<file path="src/rtl/nes_timing_pkg.sv">
// nes_timing_pkg: scheduler state type, default dividers and divider legality check
package nes_timing_pkg;
  typedef enum logic [1:0] {HALTED, RUNNING, STEPPING} sched_state_t;
  localparam int PPU_DIV_DEF = 4;
  localparam int CPU_DIV_DEF = 12;
  function automatic bit div_legal(int ppu_div, int cpu_div);
    return ppu_div >= 1 && cpu_div >= 2 && cpu_div % ppu_div == 0;
  endfunction
endpackage

</file>
<file path="src/rtl/ce_counter.sv">
// ce_counter: wrapping 0..N-1 phase counter with hold and terminal-count flag
module ce_counter #(
  parameter int N = 12,
  localparam int W = $clog2(N)
) (
  input  logic         clk,
  input  logic         rst_n,
  input  logic         hold,
  output logic [W-1:0] cnt,
  output logic         tc
);
  localparam logic [W-1:0] LAST = W'(N - 1);
  assign tc = cnt == LAST;
  always_ff @(posedge clk or negedge rst_n)
    if (!rst_n) cnt <= '0;
    else if (!hold) cnt <= tc ? '0 : cnt + 1'b1;
endmodule

</file>
<file path="src/rtl/clk_enable_sched.sv">
// clk_enable_sched: master-clock PPU/CPU enable strobes with run/halt/step sequencing
module clk_enable_sched
  import nes_timing_pkg::*;
#(
  parameter int PPU_DIV   = PPU_DIV_DEF,
  parameter int CPU_DIV   = CPU_DIV_DEF,
  parameter bit START_RUN = 1'b1,
  parameter int CNT_W     = 32
) (
  input  logic             Clk,
  input  logic             Reset_n,
  input  logic             run,
  input  logic             step,
  input  logic             clr_cnt,
  output logic             ppu_ce,
  output logic             cpu_ce,
  output logic             m2,
  output logic             halted,
  output logic [CNT_W-1:0] cpu_cycles
);
  localparam int W = $clog2(CPU_DIV);
  localparam logic [W:0] PPU_M = (W+1)'(PPU_DIV);
  localparam logic [W-1:0] HALF = W'(CPU_DIV / 2);
  localparam sched_state_t RST_ST = START_RUN ? RUNNING : HALTED;
  if (!div_legal(PPU_DIV, CPU_DIV)) begin : g_bad_div
    $error("clk_enable_sched: illegal PPU_DIV/CPU_DIV combination");
  end
  sched_state_t state, nxt;
  logic [W-1:0] mcnt;
  logic tc, active;
  ce_counter #(.N(CPU_DIV)) u_phase (
    .clk(Clk),
    .rst_n(Reset_n),
    .hold(state == HALTED),
    .cnt(mcnt),
    .tc(tc)
  );
  always_ff @(posedge Clk or negedge Reset_n)
    if (!Reset_n) state <= RST_ST;
    else state <= nxt;
  // leaving RUNNING/STEPPING only happens on the last phase, so cycles are never cut short
  always_comb begin
    nxt = state;
    if (state == HALTED) nxt = run ? RUNNING : step ? STEPPING : HALTED;
    else if (tc) nxt = run ? RUNNING : HALTED;
  end
  // Reset_n gating keeps every output quiet while reset is held
  assign active = Reset_n && state != HALTED;
  assign cpu_ce = active && mcnt == '0;
  assign ppu_ce = active && {1'b0, mcnt} % PPU_M == '0;
  assign m2     = active && mcnt >= HALF;
  assign halted = Reset_n && state == HALTED;
  always_ff @(posedge Clk or negedge Reset_n)
    if (!Reset_n) cpu_cycles <= '0;
    else if (clr_cnt) cpu_cycles <= '0;
    else if (cpu_ce) cpu_cycles <= cpu_cycles + 1'b1;
endmodule

</file>
<file path="config.mk">
export PLATFORM = sky130hd
export DESIGN_NAME = clk_enable_sched
export DESIGN_NICKNAME = d
export VERILOG_FILES = /design/src/rtl/nes_timing_pkg.sv /design/src/rtl/ce_counter.sv /design/src/rtl/clk_enable_sched.sv
export SDC_FILE = /design/constraint.sdc
export NUM_CORES = 1
export LEC_CHECK = 0
export BUFFER_PORTS_ARGS = -buffer_cell sky130_fd_sc_hd__buf_2
export CAP_MARGIN = 40
export CORE_MARGIN = 8
export CORE_UTILIZATION = 50
export DETAILED_ROUTE_END_ITERATION = 7
export HOLD_SLACK_MARGIN = 0.06
export PLACE_DENSITY = 0.73
export SLEW_MARGIN = 10
export SYNTH_ARGS = -nofsm -noshare
export SYNTH_HDL_FRONTEND = slang
export SYNTH_SLANG_ARGS = --single-unit
</file>
<file path="constraint.sdc">
create_clock -name Clk -period 2.3 [get_ports Clk]
set_clock_uncertainty 0.05 [all_clocks]
set_input_delay 0.345 -clock Clk [delete_from_list [all_inputs] [get_ports Clk]]
set_output_delay 0.345 -clock Clk [all_outputs]
set_load 0.01 [all_outputs]
</file>
==> results.ini <==
[run_status]
status=completed

[clock_tree]
postCtsSetupRepairBufs=0
insertion_delay_ns=0.30
postCtsResizedCells=0
ctsHtreeMaxLevel=2
cts_inserted_buffers=5
numClockSinks=38
hold_buffers=0
cts_max_path_buffers=2
clockRootBuffer=clkbuf_8
cts_tree=yes
clk_pin_slew_ns=0.08

[floorplanning]
die_h_microns=81.2
start_util_pct=52.4
fp-row-count=23
fp.dieArea_sq_um=6590
io_pins=41
die_x_microns=81.2
core_sq_um=4060

[setup_path]
cp_cell_sequence=ha_1, or3b_4, or3_4, or4_1, a21oi_1
start_kind=flip-flop
arrival_ns=2.30
criticalPathCategory=flip-flop to flip-flop
end_kind=flip-flop
critPathLaunch=cpu_cycles[0]$_DFFE_PN0P_
worst-path-buf-inv=0
max_stage_delay_ns=0.44
crit_family=simple AND/OR/NAND/NOR gates
path_max_fanout=11
reg2reg_slack_ns=0.18
slowest_stage=or3_4
timing.rr.end=cpu_cycles[16]$_DFFE_PN0P_
r2r_start=cpu_cycles[0]$_DFFE_PN0P_
cp.required_ns=2.48
reg2reg_depth=5

[job]
drv_cap=0

[finish]
fin_nets=278
diodes=0
drive_above_1_share_pct=23.7
area_growth_pct=16.0
fill_cells=352

[timing]
fmax_mhz=473
finalHoldViolations=0
period_share_pct=92.0
drv_slew=0
fin_setup_tns_ns=0
period_needed_ns=2.12
maxSlewHeadroom_pct=66.5
tightestPinTransition_ns=0.502
hold_ws_ns=0.101
rsz0062_at_grt=false
setup_viol=0

[synth]
synth_nets=236
synth.area.top_cells=dfrtp_1, a21oi_1, o21ai_0
yosysWarnings=0
syn_inst=227
synthesis.area_sq_um=2120
synth_area_leader_cell=dfrtp_1
yosysTopAreaCellShare_pct=43.6
synthArstFlopShare_pct=100
synth_seq_area_share_pct=44.8
avgSynthCellArea_sq_um=9.36
synth_cell_types=41
synth_edf_count=0
synth_flop_cell=dfrtp_1
yosys_register_bits=38

[global_routing]
grt_util_all_layers_pct=16.9
grt.overflow.total=0
grt_pass1_vias=1799
grt_pass1_wl_microns=8790
grt_antenna_before_repair=0
grt_max_degree=41

[power_and_ir_drop]
pwr-share-clk_pct=30.8
power.switching_mw=0.469
power.density_nw_per_um2=627
netSwitchingFraction_pct=30.4
leakage_nw=1.07
pwr-share-seq_pct=51.7
comb_power_share_pct=17.5
intPower_mw=1.08
peakVddDrop_mv=0.682

[drt]
drtIter0Drc=158
totalWireLength_microns=5220
firstDrtPassIters=4
drtAntennaViolNets=0
wl_per_cell_microns=16.3
drc=0
vias=1945
viasPerCell=6.08

[placed_design]
dp_hpwl_microns=3700
port-buffer-count=40
gp_congestion=0.790

[min_path]
hp-class=input pin to asynchronous set/reset pin

-- state kept, by name (all words and copies together) (netlist names) --
register	count
state	2
u_phase.cnt	4
cpu_cycles	32
-- per-stage QoR --
stage | instance area (sq um) | util [%] | instances | power, mW | setup slack [ns]
detailed placement | 2370 | 58.5 | 312 | 1.08 | 0.186
global route | 2460 | 60.7 | 320 | 1.64 | 0.00964
global placement | 2370 | 58.5 | 312 | 1.08 | 0.236
floorplan | 2120 | - | 227 | 0.989 | 0.161
CTS | 2460 | 60.7 | 320 | 1.56 | 0.180
finish | 2460 | 60.7 | 320 | 1.55 | 0.184
-- kinds of logic (layout without fill, tap and decap cells) --
family                   count (synthesis)  in the layout  share of synthesized area (%)
AND/OR/NAND/NOR                         97             97                           28.3
AO/OA/AOI/OAI                           62             62                           16.7
flip-flops                              38             38                           44.8
buffers and inverters                   18             61                           4.24
XOR/XNOR                                 5              5                           2.06
adder cells (fa/ha/maj)                  4              4                           2.36
multiplexers                             3              3                           1.53
-- final cells by class --
cell class / count / area [sq um] / area share [%]
well taps: 50 / 62.6 / 2.54
repair buffers: 47 / 253 / 10.3
clock inverters: 1 / 5.00 / 0.203
multi-input cells: 171 / 1080 / 43.9
clock buffers: 7 / 86.3 / 3.50
inverters: 6 / 22.5 / 0.914
flip-flops and latches: 38 / 952 / 38.6
-- metal layers --
layer,global-route usage [%],routed length (microns),part of all wire (%),vias up
li1,-,-,-,950
met2,26.7,2490,48,44
met5,0,0,0,-
met3,3.53,293,5.6,8
met1,22.1,2340,45,943
met4,6.96,88,1.7,0
-- cells in the mapped netlist, types with 2 or more instances --
master,instances
a21oi_1,27
and2_1,2
and3_1,2
and4_1,8
buf_2,2
clkbuf_1,6
dfrtp_1,37
ha_1,4
inv_1,5
mux2_2,2
nand2_1,13
nand3_1,10
nand3b_1,3
nand4_1,13
nor2_1,10
nor3b_1,2
nor4_1,3
o21ai_0,20
o31ai_1,13
or3_1,10
or4_1,12
xnor2_1,4
-- worst max path at each step --
stage	endpoint	slack, ns	cells past startpoint
after floorplan	cpu_cycles[18]$_DFFE_PN0P_	0.16	6
after global placement	cpu_cycles[16]$_DFFE_PN0P_	0.24	5
after detailed placement	cpu_cycles[18]$_DFFE_PN0P_	0.19	5
after CTS	cpu_cycles[16]$_DFFE_PN0P_	0.18	5
after global routing	cpu_cycles[24]$_DFFE_PN0P_	0.01	7
final	cpu_cycles[16]$_DFFE_PN0P_	0.18	5
-- placed cells by master (no fill, tap or decap), types with 2 or more instances in the layout --
master    count
clkbuf_8      6
o21ai_0      20
o31ai_1      13
mux2_2        2
nand3_1      10
a21oi_1      27
ha_1          4
or3_1        10
inv_1         5
or4_1        12
buf_4         7
nor2_1       10
dfrtp_1      37
buf_2        40
nand4_1      13
and3_1        2
nand3b_1      3
nor4_1        3
nand2_1      13
and2_1        2
and4_1        8
xnor2_1       4
nor3b_1       2
-- power groups by stage --
| stage | combinational [mW] | sequential, mW | clock (mW) |
|---|---|---|---|
| CTS | 0.276 | 0.798 | 0.486 |
| global placement | 0.272 | 0.805 | 0 |
| finish | 0.271 | 0.799 | 0.475 |
| global route | 0.309 | 0.809 | 0.523 |
| floorplan | 0.196 | 0.793 | 0 |
| detailed placement | 0.274 | 0.810 | 0 |
-- worst register-to-register path, delay by kind of cell (launching register included) --
family	cells	cell delay, ns
and+or+nand+nor	3	1.26
DFF	1	0.42
adders and majority gates	1	0.18
AOI/OAI and AO/OA	1	0.15
Note: power is estimated with default switching activity, not from simulation.
